$ cat config.mk
export PLATFORM = sky130hd
export DESIGN_NAME = uart_cmd_sched_flat
export DESIGN_NICKNAME = d
export VERILOG_FILES = /design/src/rtl/uart_cmd_sched_if.sv /design/src/rtl/uart_cmd_sched.sv /design/src/flat_wrapper.sv
export SDC_FILE = /design/constraint.sdc
export NUM_CORES = 1
export LEC_CHECK = 0
export BUFFER_PORTS_ARGS = -buffer_cell sky130_fd_sc_hd__buf_2
export CORE_MARGIN = 1.5
export CORE_UTILIZATION = 35
export CTS_BUF_LIST = sky130_fd_sc_hd__clkbuf_4 sky130_fd_sc_hd__clkbuf_8
export DETAILED_ROUTE_END_ITERATION = 7
export PLACE_DENSITY = 0.49
export RECOVER_POWER = 100
export SLEW_MARGIN = 20
export SYNTH_ARGS = -nofsm -noshare
export SYNTH_HDL_FRONTEND = slang
export SYNTH_SLANG_ARGS = --single-unit
$ cat constraint.sdc
create_clock -name clk -period 4.16 [get_ports clk]
set_clock_uncertainty 0.15 [all_clocks]
set_input_delay 1.248 -clock clk [delete_from_list [all_inputs] [get_ports clk]]
set_output_delay 1.248 -clock clk [all_outputs]
set_load 0.005 [all_outputs]
$ cat src/rtl/uart_cmd_sched_if.sv
// UART-side handshake bundle for uart_cmd_sched: RX byte strobe in, TX start/data out.
// The master modport is the scheduler; the slave modport is the UART RX/TX pair.
interface uart_cmd_sched_if;
  logic [7:0] i_rx_data;
  logic       i_rx_done;
  logic       i_tx_busy;
  logic       o_tx_start;
  logic [7:0] o_tx_data;

  modport master (
    input  i_rx_data,
    input  i_rx_done,
    input  i_tx_busy,
    output o_tx_start,
    output o_tx_data
  );

  modport slave (
    output i_rx_data,
    output i_rx_done,
    output i_tx_busy,
    input  o_tx_start,
    input  o_tx_data
  );
endinterface

$ cat src/rtl/uart_cmd_sched.sv
// Merges UART-decoded navigation commands with button pulses (buttons win) and
// streams an ASCII time report "HH:MM:SS.CC\r\n" through the UART TX handshake.
module uart_cmd_sched #(
  parameter int unsigned ACK_TIMEOUT = 16,
  parameter logic [7:0]  CMD_UP      = 8'h55,
  parameter logic [7:0]  CMD_DOWN    = 8'h44,
  parameter logic [7:0]  CMD_LEFT    = 8'h4C,
  parameter logic [7:0]  CMD_RIGHT   = 8'h52,
  parameter logic [7:0]  CMD_REPORT  = 8'h54
) (
  input  logic                   clk,
  input  logic                   reset,
  input  logic                   i_btn_up,
  input  logic                   i_btn_down,
  input  logic                   i_btn_left,
  input  logic                   i_btn_right,
  input  logic [4:0]             i_hour,
  input  logic [5:0]             i_min,
  input  logic [5:0]             i_sec,
  input  logic [6:0]             i_msec,
  uart_cmd_sched_if.master       uart,
  output logic                   o_up,
  output logic                   o_down,
  output logic                   o_left,
  output logic                   o_right,
  output logic                   o_drop,
  output logic                   o_report_busy
);

  localparam int CNT_W = $clog2(ACK_TIMEOUT + 1);

  typedef enum logic [2:0] {IDLE, LOAD, START, WAIT_ACK, WAIT_DONE} state_t;

  function automatic logic is_cmd(input logic [7:0] b, input logic [7:0] c);
    return (b == c) || (b == (c | 8'h20));
  endfunction

  function automatic logic [7:0] ascii_digit(input logic [6:0] v, input logic tens);
    logic [6:0] d;
    d = tens ? (v / 7'd10) : (v % 7'd10);
    return 8'h30 + {1'b0, d};
  endfunction

  function automatic logic [7:0] frame_byte(input logic [3:0] i, input logic [6:0] h,
                                            input logic [6:0] m, input logic [6:0] s,
                                            input logic [6:0] c);
    logic [7:0] b;
    case (i)
      4'd0:    b = ascii_digit(h, 1'b1);
      4'd1:    b = ascii_digit(h, 1'b0);
      4'd2:    b = 8'h3A;
      4'd3:    b = ascii_digit(m, 1'b1);
      4'd4:    b = ascii_digit(m, 1'b0);
      4'd5:    b = 8'h3A;
      4'd6:    b = ascii_digit(s, 1'b1);
      4'd7:    b = ascii_digit(s, 1'b0);
      4'd8:    b = 8'h2E;
      4'd9:    b = ascii_digit(c, 1'b1);
      4'd10:   b = ascii_digit(c, 1'b0);
      4'd11:   b = 8'h0D;
      default: b = 8'h0A;
    endcase
    return b;
  endfunction

  // Command vectors are ordered {up, down, left, right}.
  logic [3:0] btn_vec;
  logic [3:0] nav_req;
  logic       rpt_req;
  logic [3:0] nav_out;
  logic       pend_vld;
  logic [3:0] pend_cmd;
  logic       pend_set;
  logic       pend_clr;
  logic       drop_nav;

  assign btn_vec = {i_btn_up, i_btn_down, i_btn_left, i_btn_right};
  assign nav_req = uart.i_rx_done ? {is_cmd(uart.i_rx_data, CMD_UP),
                                     is_cmd(uart.i_rx_data, CMD_DOWN),
                                     is_cmd(uart.i_rx_data, CMD_LEFT),
                                     is_cmd(uart.i_rx_data, CMD_RIGHT)} : 4'b0000;
  assign rpt_req = uart.i_rx_done && is_cmd(uart.i_rx_data, CMD_REPORT);

  always_comb begin
    nav_out  = 4'b0000;
    pend_set = 1'b0;
    pend_clr = 1'b0;
    drop_nav = 1'b0;
    if (btn_vec != 4'b0000) begin
      nav_out = btn_vec;
      if (nav_req != 4'b0000) begin
        if (pend_vld) drop_nav = 1'b1;
        else          pend_set = 1'b1;
      end
    end else if (pend_vld) begin
      // Pending goes out first; a same-cycle fresh request takes the freed slot.
      nav_out  = pend_cmd;
      pend_clr = 1'b1;
      if (nav_req != 4'b0000) pend_set = 1'b1;
    end else begin
      nav_out = nav_req;
    end
  end

  assign {o_up, o_down, o_left, o_right} = reset ? nav_out : 4'b0000;
  assign o_drop = reset && (drop_nav || (rpt_req && o_report_busy));

  always_ff @(posedge clk) begin
    if (!reset) begin
      pend_vld <= 1'b0;
      pend_cmd <= 4'b0000;
    end else if (pend_set) begin
      pend_vld <= 1'b1;
      pend_cmd <= nav_req;
    end else if (pend_clr) begin
      pend_vld <= 1'b0;
    end
  end

  state_t           state;
  logic [3:0]       idx;
  logic [CNT_W-1:0] cnt;
  logic [6:0]       snap_h;
  logic [6:0]       snap_m;
  logic [6:0]       snap_s;
  logic [6:0]       snap_c;

  always_ff @(posedge clk) begin
    if (rpt_req && state == IDLE) begin
      snap_h <= 7'(i_hour);
      snap_m <= 7'(i_min);
      snap_s <= 7'(i_sec);
      snap_c <= i_msec;
    end
  end

  always_ff @(posedge clk) begin
    if (!reset) begin
      state           <= IDLE;
      idx             <= 4'd0;
      cnt             <= '0;
      uart.o_tx_start <= 1'b0;
      uart.o_tx_data  <= 8'h00;
      o_report_busy   <= 1'b0;
    end else begin
      uart.o_tx_start <= 1'b0;
      case (state)
        IDLE: begin
          if (rpt_req) begin
            idx           <= 4'd0;
            o_report_busy <= 1'b1;
            state         <= LOAD;
          end
        end
        LOAD: begin
          uart.o_tx_data <= frame_byte(idx, snap_h, snap_m, snap_s, snap_c);
          state          <= START;
        end
        START: begin
          if (!uart.i_tx_busy) begin
            uart.o_tx_start <= 1'b1;
            cnt             <= '0;
            state           <= WAIT_ACK;
          end
        end
        WAIT_ACK: begin
          if (uart.i_tx_busy) begin
            state <= WAIT_DONE;
          end else if (cnt == CNT_W'(ACK_TIMEOUT - 1)) begin
            // No acknowledge from the transmitter: count the byte as sent.
            idx <= idx + 4'd1;
            if (idx == 4'd12) begin
              state         <= IDLE;
              o_report_busy <= 1'b0;
            end else begin
              state <= LOAD;
            end
          end else begin
            cnt <= cnt + 1'b1;
          end
        end
        WAIT_DONE: begin
          if (!uart.i_tx_busy) begin
            idx <= idx + 4'd1;
            if (idx == 4'd12) begin
              state         <= IDLE;
              o_report_busy <= 1'b0;
            end else begin
              state <= LOAD;
            end
          end
        end
        default: state <= IDLE;
      endcase
    end
  end

endmodule
$ cat src/flat_wrapper.sv
// flat-port wrapper written by rule: the top's interface ports become plain ports
module uart_cmd_sched_flat 
#(
  parameter int unsigned ACK_TIMEOUT = 16,
  parameter logic [7:0]  CMD_UP      = 8'h55,
  parameter logic [7:0]  CMD_DOWN    = 8'h44,
  parameter logic [7:0]  CMD_LEFT    = 8'h4C,
  parameter logic [7:0]  CMD_RIGHT   = 8'h52,
  parameter logic [7:0]  CMD_REPORT  = 8'h54
)
  (clk, reset, i_btn_up, i_btn_down, i_btn_left, i_btn_right, i_hour, i_min, i_sec, i_msec, o_up, o_down, o_left, o_right, o_drop, o_report_busy, uart_i_rx_data, uart_i_rx_done, uart_i_tx_busy, uart_o_tx_start, uart_o_tx_data);
  uart_cmd_sched_if uart_i ();
  input  logic clk;
  input  logic reset;
  input  logic i_btn_up;
  input  logic i_btn_down;
  input  logic i_btn_left;
  input  logic i_btn_right;
  input  logic [4:0] i_hour;
  input  logic [5:0] i_min;
  input  logic [5:0] i_sec;
  input  logic [6:0] i_msec;
  output logic o_up;
  output logic o_down;
  output logic o_left;
  output logic o_right;
  output logic o_drop;
  output logic o_report_busy;
  input wire logic [$bits(uart_i.i_rx_data)-1:0] uart_i_rx_data;
  input wire logic [$bits(uart_i.i_rx_done)-1:0] uart_i_rx_done;
  input wire logic [$bits(uart_i.i_tx_busy)-1:0] uart_i_tx_busy;
  output wire logic [$bits(uart_i.o_tx_start)-1:0] uart_o_tx_start;
  output wire logic [$bits(uart_i.o_tx_data)-1:0] uart_o_tx_data;
  assign uart_i.i_rx_data = uart_i_rx_data;
  assign uart_i.i_rx_done = uart_i_rx_done;
  assign uart_i.i_tx_busy = uart_i_tx_busy;
  assign uart_o_tx_start = uart_i.o_tx_start;
  assign uart_o_tx_data = uart_i.o_tx_data;
  uart_cmd_sched #(.ACK_TIMEOUT(ACK_TIMEOUT), .CMD_UP(CMD_UP), .CMD_DOWN(CMD_DOWN), .CMD_LEFT(CMD_LEFT), .CMD_RIGHT(CMD_RIGHT), .CMD_REPORT(CMD_REPORT)) u_core (.clk(clk), .reset(reset), .i_btn_up(i_btn_up), .i_btn_down(i_btn_down), .i_btn_left(i_btn_left), .i_btn_right(i_btn_right), .i_hour(i_hour), .i_min(i_min), .i_sec(i_sec), .i_msec(i_msec), .uart(uart_i), .o_up(o_up), .o_down(o_down), .o_left(o_left), .o_right(o_right), .o_drop(o_drop), .o_report_busy(o_report_busy));
endmodule
# Word-level counts from Yosys, hierarchy flattened
# Index checks and enable logic that the tools add are counted.
# classes
n_reduce_logical,22
order_cmp,0
n_bitwise,0
n_eq_ne,34
div,8
addsub,10
muxes,39
shifts,0
mul,0
# op_table
operator,n
8-bit one-hot mux with 11 select lines,1
8-bit by 7-bit equality test with 1-bit output (second input constant),10
6-bit by 7-bit adder with 8-bit output (first input constant),8
4-bit 2-to-1 mux,8
4-bit equality test (second input constant),5
1-bit 2-to-1 mux,18
4-bit by 3-bit equality test with 1-bit output (second input constant),4
3-bit 2-to-1 mux,5
5-bit 2-to-1 mux,3
3-bit one-hot mux with 5 select lines,1
6-bit by 4-bit divider with 7-bit output (second input constant),2
6-bit by 4-bit remainder unit with 7-bit output (second input constant),2
4-bit one-hot mux with 3 select lines,1
5-bit one-hot mux with 2 select lines,1
4-bit by 2-bit equality test with 1-bit output (second input constant),2
2-bit != test (second input constant),4
4-bit AND reduction,2
4-bit nonzero test,2
5-bit by 4-bit divider with 7-bit output (second input constant),1
7-bit by 4-bit divider with 7-bit output (second input constant),1
5-bit by 4-bit remainder unit with 7-bit output (second input constant),1
7-bit by 4-bit remainder unit with 7-bit output (second input constant),1
3-bit by 2-bit equality test with 1-bit output (second input constant),2
1-bit logical OR,6
other kinds (17),22
# word_totals
rom_bits,0
wordCells,125
latch_bits,0
out_inout_bits,15
mem_bits_rw,0
memories,0
input_bits,40
register_bits,51

# Longest topological paths before layout
# depth
depth_word,8
ltp_mapped,14
depth_no_buf,12

# Worst setup path before layout
# Ideal clock, no wire load.
# synth_timing
kind,input -> output
start,input uart_i_rx_data[3]
end,output o_drop
n_path_buf,0
cell_stages,5
setup_slack_ns,0.390
arrival_time_ns,2.372
t_required_ns,2.762
cell_sequence,nor4bb_1 nand2_1 o21ai_0 a32oi_1 nor2b_1
# synth_between
elab_chain_cells,8
elab_cells_between_ends,23
classes_between,eq/ne (10); mux (3); reduce/logical (10)
# synth_lines
item,line_no,source
start: declaration,flat_wrapper.sv:29,input wire logic [$bits(uart_i.i_rx_data)-1:0] uart_i_rx_data;
8-bit by 7-bit equality test with 1-bit output,uart_cmd_sched.sv:35,return (b == c) || (b == (c | 8'h20));
1-bit logical OR,uart_cmd_sched.sv:35,
4-bit 2-to-1 mux,uart_cmd_sched.sv:78,"assign nav_req = uart.i_rx_done ? {is_cmd(uart.i_rx_data, CMD_UP),"
4-bit nonzero test,uart_cmd_sched.sv:91,if (nav_req != 4'b0000) begin
1-bit 2-to-1 mux,uart_cmd_sched.sv:91,
1-bit 2-to-1 mux,uart_cmd_sched.sv:89,if (btn_vec != 4'b0000) begin
1-bit logical OR *,uart_cmd_sched.sv:106,assign o_drop = reset && (drop_nav || (rpt_req && o_report_busy));
1-bit logical AND *,uart_cmd_sched.sv:106,
end: declaration,flat_wrapper.sv:27,output logic o_drop;
# Every way passes the cells marked *; elsewhere a longest branch is shown, timed or not.

# Worst setup path after layout
# Same ends and word-level chain as after synthesis.

==> flow_metrics.py <==
metrics = {
    "clock_tree": {
        "cts_tree": "built",
        "max-clock-path-buffers": 2,
        "ctsResizeCount": 0,
        "clock-sinks": 51,
        "hold_buffers": 0,
        "clock-root-buffer": "clkbuf_8",
        "clk_latency_ns": 0.32,
        "cts-buffers-inserted": 5,
        "post-cts-setup-buffer-count": 0,
        "htree_levels": 2,
        "path_clk_slew_ns": 0.10,
    },
    "yosys": {
        "async_reset_ff_frac": 0,
        "syn_nets": 568,
        "synth_top_cell_area_share": 0.1747,
        "synth.cell_area_um2": 4126,
        "ys_ff_latch": 51,
        "synthDistinctLibCells": 76,
        "synth_flop_cell": "dfxtp_1",
        "synth_area_leader_cell": "edfxtp_1",
        "synth_edf_count": 24,
        "synthCells": 515,
        "yosysWarnings": 0,
        "synth_area_leaders": "edfxtp_1 (17%), dfxtp_1 (13%), o21ai_0 (4.9%)",
        "yosysSeqAreaShare": 0.3056,
        "syn_avg_cell_area_um2": 8.013,
    },
    "route": {
        "drt-pass1-iter-count": 5,
        "drtIter0Drc": 239,
        "wl_mm": 10.19,
        "drcViolationCount": 0,
        "dr_total_vias": 3868,
        "viasPerCell": 5.557,
        "ant_nets": 0,
        "wire_per_inst_um": 14.64,
    },
    "global_route": {
        "grt_max_degree": 25,
        "grt_pass1_wl_mm": 16.95,
        "grt_util_met1": 0.2335,
        "grt_use_met3": 0.02667,
        "grt.busiest_layer": "met2",
        "grtUsageMet2": 0.2618,
        "antenna_found_initial": 0,
        "overflow": 0,
        "grt_usage": 0.1642,
        "grt_pass1_vias": 3462,
    },
    "hold_path": {
        "worstHoldPathCells": 2,
        "holdPathEnd": "u_core.uart.o_tx_data[7]$_SDFFE_PN0P_",
        "min_from": "u_core.uart.o_tx_data[7]$_SDFFE_PN0P_",
        "min_path_type": "reg2reg",
    },
    "final_layout": {
        "areaGrowthSynthToFinish_pct": 10.73,
        "fin_util": 0.3985,
        "final_common_cell": "nor2_1",
        "antenna_cells": 0,
        "multi_input_area_um2": 2620,
        "drive_gt1_frac": 0.1356,
        "final_area_um2": 4569,
        "most-common-layout-cells": "nor2_1 (48), buf_2 (46), o21ai_0 (41)",
        "n_fill_cell": 1190,
        "layout.cells.non_filler": 696,
        "seq_area_um2": 1261,
        "fin_nets": 605,
    },
    "floorplan": {
        "dieHeight_um": 111.6,
        "rows": 39,
        "die_area_um2": 12450,
        "die_w_um": 111.6,
        "io_pins": 55,
        "start_util": 0.3598,
        "core-area_um2": 11470,
    },
    "power_and_ir_drop": {
        "p_int_uw": 687.6,
        "pwr-share-comb": 0.053,
        "max-vdd-ir-drop_uv": 143.2,
        "switchingPower_uw": 205.6,
        "p_leak_nw": 1.728,
        "p_sw_frac": 0.2302,
        "clkPwrFrac": 0.355,
        "power_frac_seq": 0.591,
        "power_uw": 893.2,
        "p_per_area_nw_per_um2": 195.5,
    },
    "placement": {
        "hpwl_mm": 7.564,
        "pre_cts_ws_ns": 0.1509,
        "dpl_cell_area_um2": 4498,
        "place.gp.congestion": 0.8871,
        "io_buffers": 53,
        "dp_cells": 688,
    },
    "status": {
        "status": "finished, final reports clean",
    },
    "critical_path": {
        "reg2reg_from": "u_core.snap_m[2]$_DFFE_PP_",
        "critPathKind": "in2out",
        "r2r_slack_ns": 0.48,
        "cp.arrival_ns": 2.63,
        "crit_path_start_kind": "input port",
        "cp_cell_sequence": "clkbuf_1 -> nor4bb_1 -> nand2_1 -> o21ai_0 -> a32oi_1 -> nor2b_1 -> buf_2",
        "crit_path_end_kind": "output port",
        "worstRegToRegCells": 13,
        "cpMaxStageDelayCell": "nor4bb_1",
        "critPathMaxStageDelay_ns": 0.41,
        "cp_max_fo": 4,
        "required_ns": 2.76,
        "reg2reg_to": "u_core.uart.o_tx_data[6]$_SDFFE_PN0P_",
    },
    "sta": {
        "final_max_slew_viol_count": 0,
        "tightest_slew_ns": 0.6817,
        "hold_violations": 0,
        "hold_ws_ns": 0.3190,
        "fin_crit_sh": 0.9681,
        "max_freq_mhz": 248.3,
        "tns_ns": 0,
        "rsz0062_at_grt": "false",
        "min_period_ns": 4.027,
        "setup_violations": 0,
        "max-slew-margin-rel": 0.5421,
        "setup_ws_ns": 0.1326,
    },
    "job": {
        "drv_cap": 0,
    },
}
-- routing by layer --
layer | vias up | routed length [µm]
met3 | 7 | 361
met1 | 1822 | 5125
met4 | 0 | 85
met2 | 64 | 4615
li1 | 1975 | -
met5 | - | 0
-- kinds of logic after synthesis --
| logic type | Yosys count | share of synthesized area |
|---|---|---|
| adders and majority gates | 14 | 0.04184 |
| and+or+nand+nor | 202 | 0.2608 |
| DFF | 51 | 0.3056 |
| buffers and inverters | 58 | 0.05943 |
| AOI/OAI and AO/OA | 163 | 0.2687 |
| xor gates and xnor gates | 13 | 0.02941 |
| muxes | 14 | 0.03426 |
-- area by class of cell --
class	count	area share
multi-input cells	406	0.5734
flip-flops and latches	51	0.2760
repair buffers	64	0.07037
well taps	143	0.03916
inverters	24	0.01972
clock buffers	6	0.01807
clock inverters	2	0.003286
-- flip-flops by register name (all words and copies together), names as in the netlist --
signal	flops
u_core.idx	4
u_core.o_report_busy	1
u_core.pend_vld	1
u_core.snap_s	6
u_core.state	3
u_core.pend_cmd	4
u_core.uart.o_tx_start	1
u_core.snap_c	7
u_core.snap_h	5
u_core.cnt	5
u_core.uart.o_tx_data	8
u_core.snap_m	6
-- how the worst max path moves through the flow --
stage / to / cells after the start / slack (ns) / startpoint
after global placement: o_drop / 7 / 0.11 / uart_i_rx_data[3]
after CTS: o_drop / 7 / 0.14 / uart_i_rx_data[3]
final: o_drop / 7 / 0.13 / uart_i_rx_data[3]
after global routing: o_drop / 7 / 0.02 / uart_i_rx_data[3]
after floorplan: o_drop / 5 / 0.39 / uart_i_rx_data[3]
after detailed placement: o_drop / 7 / 0.15 / uart_i_rx_data[3]
-- cell usage after synthesis (3+ instances only) --
master and number:
edfxtp_1 24, inv_1 22, a21boi_0 7, o22ai_1 4, o2111ai_1 4, and2_1 6
xor2_1 4, o21ai_0 40, a31o_2 3, nor3_1 10, clkbuf_1 25, nor3b_1 7
o211ai_1 6, ha_1 13, or4_1 4, nand3_1 12, nor2_1 48, a22oi_1 8
and2b_1 3, nand2_1 40, xnor2_1 8, and3_1 9, buf_2 3, nor4bb_1 3
dfxtp_1 27, nand4_1 5, a31oi_1 13, nand2b_1 18, a21o_1 4, nor2b_1 20
o221ai_1 3, nand3b_1 3, nor4_1 3, a311oi_1 3, a32oi_1 4, a21oi_1 27
o21a_1 7, mux2i_1 13
-- power groups by stage --
stage                     registers (mW)  logic, mW  clock network, mW
after detailed placement           0.540     0.0488                  0
after floorplan                    0.538     0.0223                  0
after CTS                          0.528     0.0490              0.338
after global placement             0.540     0.0477                  0
final                              0.528     0.0477              0.317
after global routing               0.529     0.0537              0.354
-- critical path, delay by kind of cell --
| family | cells | cell delay (ns) |
|---|---|---|
| buffers and inverters | 2 | 0.23 |
| and+or+nand+nor | 3 | 0.73 |
| AOI/OAI and AO/OA | 2 | 0.42 |
No activity file was read; power rests on OpenSTA's default activity.
